File: src/rtl/mem_stage.sv
// RV32I memory stage: one outstanding data-memory access, alignment checks,
// byte-lane steering, load extraction and a bounded bus wait.
module mem_stage #(
  parameter int unsigned TIMEOUT_CYCLES = 255
) (
  input  logic        clk,
  input  logic        rst_n,
  input  logic        in_valid,
  input  logic [31:0] in_alu_result,
  input  logic [31:0] in_rd2,
  input  logic [2:0]  in_funct3,
  input  logic        in_mem_read,
  input  logic        in_mem_write,
  input  logic        in_reg_write,
  input  logic [1:0]  in_result_src,
  input  logic [4:0]  in_rd,
  input  logic [31:0] in_pc_cur,
  output logic        stall,
  output logic        mem_req,
  output logic        mem_we,
  output logic [31:0] mem_addr,
  output logic [31:0] mem_wdata,
  output logic [3:0]  mem_be,
  input  logic        mem_ready,
  input  logic [31:0] mem_rdata,
  output logic        wb_valid,
  output logic        wb_reg_write,
  output logic [1:0]  wb_result_src,
  output logic [4:0]  wb_rd,
  output logic [31:0] wb_alu_result,
  output logic [31:0] wb_read_data,
  output logic [31:0] wb_pc_cur,
  output logic [1:0]  wb_fault
);

  typedef enum logic {IDLE, WAIT} state_t;

  state_t      state, state_nxt;
  logic [7:0]  cnt;
  logic        accept, is_mem, bad;
  logic        done, tmo, cnt_hit;
  logic        emit, emit_regw;
  logic [1:0]  emit_fault;
  logic [31:0] emit_rdata;
  logic [3:0]  be_nxt;
  logic [31:0] wdata_nxt;
  logic [7:0]  ld_b;
  logic [15:0] ld_h;
  logic [31:0] ld_val;

  logic        pend;
  logic [1:0]  pfault;
  logic        c_reg_write;
  logic        c_mem_read;
  logic [1:0]  c_result_src;
  logic [4:0]  c_rd;
  logic [2:0]  c_funct3;
  logic [31:0] c_alu;
  logic [31:0] c_pc;

  assign stall   = (state == WAIT);
  assign accept  = (state == IDLE) && in_valid;
  assign is_mem  = in_mem_read | in_mem_write;
  assign cnt_hit = (cnt == 8'(TIMEOUT_CYCLES - 1));
  assign done    = (state == WAIT) && mem_ready;
  assign tmo     = (state == WAIT) && !mem_ready && cnt_hit;

  always_comb begin
    bad = 1'b0;
    if (in_mem_read && in_mem_write)
      bad = 1'b1;
    else if (in_mem_read)
      bad = (in_funct3 == 3'd3) || (in_funct3[2:1] == 2'b11);
    else if (in_mem_write)
      bad = in_funct3[2] || (in_funct3[1:0] == 2'b11);
    if (is_mem && in_funct3[1:0] == 2'b01 && in_alu_result[0])
      bad = 1'b1;
    if (is_mem && in_funct3[1:0] == 2'b10 && in_alu_result[1:0] != 2'b00)
      bad = 1'b1;
  end

  always_comb begin
    be_nxt    = 4'b1111;
    wdata_nxt = 32'h0;
    if (in_mem_write) begin
      unique case (in_funct3[1:0])
        2'b00: begin
          be_nxt    = 4'b0001 << in_alu_result[1:0];
          wdata_nxt = {4{in_rd2[7:0]}};
        end
        2'b01: begin
          be_nxt    = 4'b0011 << {in_alu_result[1], 1'b0};
          wdata_nxt = {2{in_rd2[15:0]}};
        end
        default: wdata_nxt = in_rd2;
      endcase
    end
  end

  always_comb begin
    unique case (c_alu[1:0])
      2'b00:   ld_b = mem_rdata[7:0];
      2'b01:   ld_b = mem_rdata[15:8];
      2'b10:   ld_b = mem_rdata[23:16];
      default: ld_b = mem_rdata[31:24];
    endcase
    ld_h = c_alu[1] ? mem_rdata[31:16] : mem_rdata[15:0];
    unique case (c_funct3)
      3'd0:    ld_val = {{24{ld_b[7]}}, ld_b};
      3'd1:    ld_val = {{16{ld_h[15]}}, ld_h};
      3'd4:    ld_val = {24'h0, ld_b};
      3'd5:    ld_val = {16'h0, ld_h};
      default: ld_val = mem_rdata;
    endcase
  end

  // Completion beats timeout: tmo already excludes mem_ready.
  always_comb begin
    emit       = pend | done | tmo;
    emit_fault = pend ? pfault : (tmo ? 2'd2 : 2'd0);
    emit_regw  = c_reg_write && (emit_fault == 2'd0);
    emit_rdata = (done && c_mem_read) ? ld_val : 32'h0;
  end

  always_comb begin
    state_nxt = state;
    unique case (state)
      IDLE: if (accept && is_mem && !bad) state_nxt = WAIT;
      WAIT: if (done || tmo) state_nxt = IDLE;
      default: state_nxt = IDLE;
    endcase
  end

  always_ff @(posedge clk or negedge rst_n) begin
    if (!rst_n) state <= IDLE;
    else        state <= state_nxt;
  end

  always_ff @(posedge clk or negedge rst_n) begin
    if (!rst_n) begin
      cnt           <= 8'h0;
      mem_req       <= 1'b0;
      mem_we        <= 1'b0;
      mem_addr      <= 32'h0;
      mem_wdata     <= 32'h0;
      mem_be        <= 4'h0;
      pend          <= 1'b0;
      pfault        <= 2'd0;
      c_reg_write   <= 1'b0;
      c_mem_read    <= 1'b0;
      c_result_src  <= 2'd0;
      c_rd          <= 5'd0;
      c_funct3      <= 3'd0;
      c_alu         <= 32'h0;
      c_pc          <= 32'h0;
      wb_valid      <= 1'b0;
      wb_reg_write  <= 1'b0;
      wb_result_src <= 2'd0;
      wb_rd         <= 5'd0;
      wb_alu_result <= 32'h0;
      wb_read_data  <= 32'h0;
      wb_pc_cur     <= 32'h0;
      wb_fault      <= 2'd0;
    end else begin
      wb_valid <= emit;
      pend     <= 1'b0;
      if (emit) begin
        wb_reg_write  <= emit_regw;
        wb_result_src <= c_result_src;
        wb_rd         <= c_rd;
        wb_alu_result <= c_alu;
        wb_read_data  <= emit_rdata;
        wb_pc_cur     <= c_pc;
        wb_fault      <= emit_fault;
      end
      if (accept) begin
        c_reg_write  <= in_reg_write;
        c_mem_read   <= in_mem_read;
        c_result_src <= in_result_src;
        c_rd         <= in_rd;
        c_funct3     <= in_funct3;
        c_alu        <= in_alu_result;
        c_pc         <= in_pc_cur;
        pend         <= !is_mem || bad;
        pfault       <= bad ? 2'd1 : 2'd0;
        if (is_mem && !bad) begin
          cnt       <= 8'h0;
          mem_req   <= 1'b1;
          mem_we    <= in_mem_write;
          mem_addr  <= {in_alu_result[31:2], 2'b00};
          mem_wdata <= wdata_nxt;
          mem_be    <= be_nxt;
        end
      end
      if (done || tmo) begin
        mem_req <= 1'b0;
        mem_we  <= 1'b0;
      end else if (state == WAIT) begin
        cnt <= cnt + 8'h1;
      end
    end
  end

endmodule

File: config.mk
export PLATFORM = sky130hd
export DESIGN_NAME = mem_stage
export DESIGN_NICKNAME = d
export VERILOG_FILES = /design/src/rtl/mem_stage.sv
export SDC_FILE = /design/constraint.sdc
export NUM_CORES = 1
export LEC_CHECK = 0
export BUFFER_PORTS_ARGS = -buffer_cell sky130_fd_sc_hd__buf_2
export CORE_UTILIZATION = 47
export DETAILED_ROUTE_END_ITERATION = 8
export GPL_ROUTABILITY_DRIVEN = 0
export GPL_TIMING_DRIVEN = 0
export HOLD_SLACK_MARGIN = 0.02
export PLACE_DENSITY = 0.77
export REMOVE_ABC_BUFFERS = 1
export SLEW_MARGIN = 20
export SYNTH_ARGS = -nofsm -noshare
export SYNTH_HDL_FRONTEND = slang
export SYNTH_SLANG_ARGS = --single-unit
File: constraint.sdc
create_clock -name clk -period 1.95 [get_ports clk]
set_input_delay 0.39 -clock clk [delete_from_list [all_inputs] [get_ports clk]]
set_output_delay 0.39 -clock clk [all_outputs]
set_load 0.02 [all_outputs]
### Yosys cells after proc, flatten, opt, wreduce, memory -nomap -nowiden

Index checks and enable logic that the tools add are counted.

| word-level totals | value |
|---|---|
| output and inout bits | 178 |
| logic and storage cells | 102 |
| bits of input ports | 145 |
| register bits | 263 |

| cells by class | value |
|---|---|
| mux-type cells | 30 |
| equal/unequal tests | 11 |
| add/sub/neg operators | 1 |
| bitwise logic cells | 4 |
| shift-type cells | 2 |
| reductions and logical operators | 30 |

Operators with widths:

| operator | number |
|---|---|
| one-hot mux 32 bit (4 select lines) | 1 |
| 2-to-1 mux 32 bit | 2 |
| one-hot mux 32 bit (2 select lines) | 1 |
| 2-to-1 mux 8 bit | 4 |
| one-hot mux 8 bit (3 select lines) | 1 |
| 2-to-1 mux 16 bit | 1 |
| 2-to-1 mux 1 bit | 15 |
| logical AND 1 bit | 14 |
| adder 8 x 1 -> 8 bit, second input constant | 1 |
| == test 2 bit, second input constant | 4 |
| == test 8 bit, second input constant | 1 |
| one-hot mux 4 bit (2 select lines) | 1 |
| == test 3 bit, second input constant | 2 |
| zero test 2 bit | 3 |
| nonzero test 2 bit | 3 |
| == test 2 x 1 -> 1 bit, second input constant | 2 |
| logical OR 1 bit | 4 |
| 2-to-1 mux 2 bit | 2 |
| 2-to-1 mux 4 bit | 1 |
| AND reduction 2 bit | 2 |
| left shift 1 x 2 -> 4 bit, first input constant | 1 |
| left shift 2 x 2 -> 4 bit, first input constant | 1 |
| == test 3 x 1 -> 1 bit, second input constant | 1 |
| == test 3 x 2 -> 1 bit, second input constant | 1 |
| 5 further kinds | 9 |

### Depth between registers and ports, before layout

| depth | value |
|---|---|
| depth after elaboration | 13 |
| mapped depth | 9 |
| depth with buffers taken out | 7 |

### Worst setup path before layout

No wires, ideal clock.

| timing | value |
|---|---|
| kind | reg-to-reg |
| start point | reg cnt[0] |
| end point | reg wb_pc_cur[10] |
| clock period less this slack | 1.884 ns |
| data required time | 1.825 ns |
| arrival | 1.759 ns |
| slack | 0.066 ns |
| cell stages (with the launch flop) | 10 |
| setup time | 0.125 ns |
| path buffers | 2 |
| path through | dfrtp_1 inv_1 ha_1 and3_1 nand3_1 a21o_1 buf_6 inv_2 buf_6 mux2_2 |

| between the ends | value |
|---|---|
| longest elaborated chain between the ends | 3 |

RTL lines:

| item | line | source |
|---|---|---|
| from (decl) | 39 | `logic [7:0] cnt;` |
| from (signal assigned) | 199 | `cnt <= cnt + 8'h1;` |
| == test 8 bit | 64 | `assign cnt_hit = (cnt == 8'(TIMEOUT_CYCLES - 1));` |
| logical AND 1 bit | 66 | `assign tmo = (state == WAIT) && !mem_ready && cnt_hit;` |
| OR 1 bit | 119 | `emit = pend \| done \| tmo;` |
| to (signal assigned) | 173 | `wb_pc_cur <= c_pc;` |
| to (decl) | 32 | `output logic [31:0] wb_pc_cur,` |

Every way passes these cells.
A chain may end at the register's enable or synchronous reset.

### Worst setup path in the final report

| timing | value |
|---|---|
| start point | reg cnt[0] |
| end point | reg wb_pc_cur[0] |

The elaborated chain is that of the path after synthesis.

==> results <==
- The launching instance or port of the critical path is cnt[0].
- The final instance area is 14300 µm².
- The CTS root buffer is sky130_fd_sc_hd__clkbuf_16.
- The worst register-to-register path begins at cnt[0].
- The slew at the pin closest to its max-slew limit is 0.770 ns.
- The clock reaches the later pin of the worst-skew pair after 0.54 ns.
- The required time of the worst setup path is 2.37 ns.
- The count of buffers added on input and output ports is 320.
- Of the total power, the share spent switching nets is 0.311.
- The total number of vias is 8441.
- The count of H-tree levels built during CTS is 1.
- The library cell used most frequently in the layout, excluding fill and tap cells, is sky130_fd_sc_hd__buf_2.
- The shortest period the worst path allows is 1.96 ns.
- The signal on the critical path passes through inv_1 > ha_2 > and3_4 > nand3_2 > a21o_4 > buf_12 > inv_6 > mux2_2.
- Entering global routing, the biggest net connects 82 pins.
- The share of the Yosys chip area taken by registers is 0.605.
- The number of I/O pins is 323.
- The synthesized netlist contains 51 unique library cells.
- The element type at the critical path end is a flop.
- In the layout the commonest cells are sky130_fd_sc_hd__buf_2 (319), sky130_fd_sc_hd__dfrtp_1 (260), sky130_fd_sc_hd__nand2_1 (254), sky130_fd_sc_hd__mux2_2 (84), sky130_fd_sc_hd__o21ai_0 (53).
- The number of pins exceeding their max-slew limit in the final report is 0.
- The delay contributed by the slowest stage of the critical path is 0.38 ns.
- The net count of the finished layout is 1412.
- The first detailed-routing pass ran for 4 iterations.
- The HPWL reported at the end of detailed placement is 19.1 mm.
- Before CTS, the worst setup slack after placement is -0.850 ns.
- The sink count of the clock tree is 262.
- In this run the cell area measured after placement is 12800 µm².
- The area of the die is 23700 µm².
- The period utilization is 1.00.
- The critical path ends at wb_pc_cur[0].
- The global-route usage over all layers is 0.240.
- The deepest clock path buffer count is 3.
- The residual antenna-violating net count after detailed routing is 0.
- The number of instances on the worst hold path is 3.
- For this block, the routed nets add up to 29.1 mm of wire.
- The floorplan step set the die width to 154 µm.
- Setup violations remaining at the end of the flow were counted as 3.
- The first global-routing pass estimated 45.6 mm of wire.
- The worst register-to-register path has a setup slack of -0.007 ns.
- VDD sags by at most 0.711 mV.
- Along the worst path, the maximum fanout reaches 7.
- The flow ran to the end, but the final reports show violations.
- The total of flip-flops plus latches after synthesis is 262.
- The relative slew slack is 0.482.
- The final number of hold-violating endpoints came to 0.
- After clock tree synthesis, the clock-pin slew on the worst setup and hold paths is 0.07 ns.
- In the final layout, the multi-input gates occupy 4180 µm².
- The combined flip-flop and latch cell area is 6560 µm².
- The data arrival time at the worst-slack endpoint is 2.38 ns.
- The final instance count without filler cells is 1570.
- The detail-routed net length per standard cell is 18.5 µm.
- Of the cells placed in the final design, the portion with a size suffix greater than 1 is 0.413.
- The leakage power total is 7.37 nW.
- The number of antenna violations at the first check in global routing is 1.
- The instance count on the critical path is 8.
- The kind of cell with the highest combined delay along the critical path is flip-flops.
- For this run, the leading register cell type out of synthesis is sky130_fd_sc_hd__dfrtp_1.
- The worst-case clock skew is 0.0146 ns.
- The effective utilization at floorplan is 0.478.
- The number of design-rule violations left by the first detailed-router iteration is 449.
- STA classifies the critical path startpoint as a flop.
- In this run, synthesis inferred 0 flip-flops with an integrated enable.
- Yosys printed 0 warnings.
- The total net switching power is 5.25 mW.
- The type of the most critical hold path is in -> reg.
- The post-synthesis instance area is 10800 µm².
- After detailed routing, the number of remaining DRC violations is 0.
- The share of the core filled with cells is 0.630.
- The biggest area contributor in the post-synthesis netlist is sky130_fd_sc_hd__dfrtp_1.
- Setup repair after global routing could not meet its margin everywhere.
- In the synthesized netlist the async set-or-reset flop fraction comes to 1.00.
- Cell internal power was estimated by the tool at 11.6 mW.
- The worst path setup slack after routing is -0.00748 ns.
- The areal power density over the cells is 1180 nW/µm².
- The maximum operating frequency is 0.511 GHz.
- The checks that failed: setup timing.
- The count of filler cells inserted in the layout is 1771.
- The critical path contains buffers and inverters numbering 3 combined.
- The cell depth of the worst flop-to-flop path is 8.
- The share of total power dissipated in sequential elements is 0.419.
- The share of the synthesized area in the top cell type is 0.605.
- The cell count after synthesis is 941.
- The slowest stage of the critical path belongs to the cell sky130_fd_sc_hd__dfrtp_1.
- Of the total power, the clock network draws 0.328.
- The via density per instance is 5.38.
- The critical path is of the reg -> reg type.
- The combinational fraction of design power is 0.253.
- Compared with the post-synthesis result, the final layout area differs by 31.7%.
- The endpoint identified for the worst register-to-register timing path is wb_pc_cur[0].
- By area the synthesized netlist is led by sky130_fd_sc_hd__dfrtp_1 (61%), sky130_fd_sc_hd__mux2_2 (12%), sky130_fd_sc_hd__nand2_1 (8.8%), sky130_fd_sc_hd__mux2i_1 (2.9%), sky130_fd_sc_hd__o21ai_0 (2.4%).
- Measured along the y axis, the die boundary spans 154 µm.
- Setup total negative slack on the finished layout was measured at -0.0162 ns.
- Once placement completed, the tool counted placed cells totaling 1498.
- Clock tree synthesis inserted a total of 28 buffers.
- The remaining global-route overflow is 0.
- The number of maximum-capacitance constraint violations is 0.
- A synthesized cell averages 11.5 µm².
- The core area is 22600 µm².
- The number of global-route vias before repair is 8784.
- TritonCTS built the clock tree.
- The initialized floorplan defines 55 standard-cell rows.
==> power by group through the flow <==
stage               clock [mW]  combinational, mW  sequential [mW]
floorplan                    0               1.32             8.06
global placement             0               3.83             7.06
detailed placement           0               3.97             7.14
CTS                       5.65               4.09             7.06
global route              5.82               4.55             7.20
finish                    5.53               4.26             7.07
==> sequential cells by signal (all words and copies together), names as in the netlist, 2 cells and up <==
signal         cells
c_result_src       2
mem_wdata         32
c_alu             32
c_rd               5
wb_rd              5
c_pc              32
mem_addr          30
wb_alu_result     32
wb_read_data      32
wb_fault           2
mem_be             4
c_funct3           3
cnt                8
wb_pc_cur         32
wb_result_src      2
==> worst register-to-register path, cell delays in order (launching register included) <==
cell and delay, ns:
sky130_fd_sc_hd__dfrtp_1 0.38, sky130_fd_sc_hd__inv_1 0.06, sky130_fd_sc_hd__ha_2 0.20, sky130_fd_sc_hd__and3_4 0.20
sky130_fd_sc_hd__nand3_2 0.09, sky130_fd_sc_hd__a21o_4 0.28, sky130_fd_sc_hd__buf_12 0.20, sky130_fd_sc_hd__inv_6 0.12
sky130_fd_sc_hd__mux2_2 0.33
==> worst min path at each step <==
stage	from	to	slack, ns
finish	in_rd[1]	c_rd[1]	0.04
detailed placement	rst_n	wb_pc_cur[24]	0.27
CTS	in_pc_cur[23]	c_pc[23]	0.02
global placement	c_pc[29]	c_pc[29]	0.45
floorplan	rst_n	c_alu[0]	0.09
global route	in_result_src[1]	c_result_src[1]	0.04
==> cell families after synthesis <==
family                     share of synthesized area
buffers and inverters                         0.0302
DFF                                            0.605
AOI/OAI and AO/OA                             0.0906
adders and majority gates                    0.00231
muxes                                          0.145
and+or+nand+nor                                0.126
other                                       0.000346
==> timing repair <==
item | 4_1_cts | 5_1_grt
resized for setup | 18 | 39
endpoints found under the hold margin | 30 | 0
gates cloned | 3 | 4
endpoints found under the setup margin | 160 | 81
hold buffers | 1 | 0
pin swaps | 2 | 2
setup buffers | 9 | 5
==> layer usage <==
metal,routed length [µm],GRT usage,vias up
met5,0,0,-
met4,1040,0.0919,0
met3,1660,0.0411,73
met2,14300,0.417,302
met1,12100,0.300,4180
li1,-,-,3886
==> Yosys cell counts, drive strengths merged (9+ instances only) <==
cell / n
a21oi: 24
a221o: 16
a22o: 9
buf: 34
clkbuf: 26
dfrtp: 262
mux2: 112
mux2i: 31
nand2: 254
nand2b: 17
nor2: 20
nor2b: 12
o21ai: 53
==> per-stage QoR <==
| stage | hold WS, ns | power [mW] |
|---|---|---|
| floorplan | 0.0944 | 9.38 |
| global placement | 0.451 | 10.9 |
| detailed placement | 0.271 | 11.1 |
| CTS | 0.0209 | 16.8 |
| global route | 0.0376 | 17.6 |
| finish | 0.0414 | 16.9 |
==> final cells by class <==
type | count | share of cell area
clock inverters | 13 | 0.0147
repair buffers | 347 | 0.146
flip-flops and latches | 262 | 0.460
clock buffers | 36 | 0.0527
multi-input cells | 615 | 0.293
well taps | 285 | 0.0250
repair inverters | 5 | 0.00562
inverters | 6 | 0.00342
diodes | 1 | 0.000176
No activity file was read; power rests on OpenSTA's default activity.
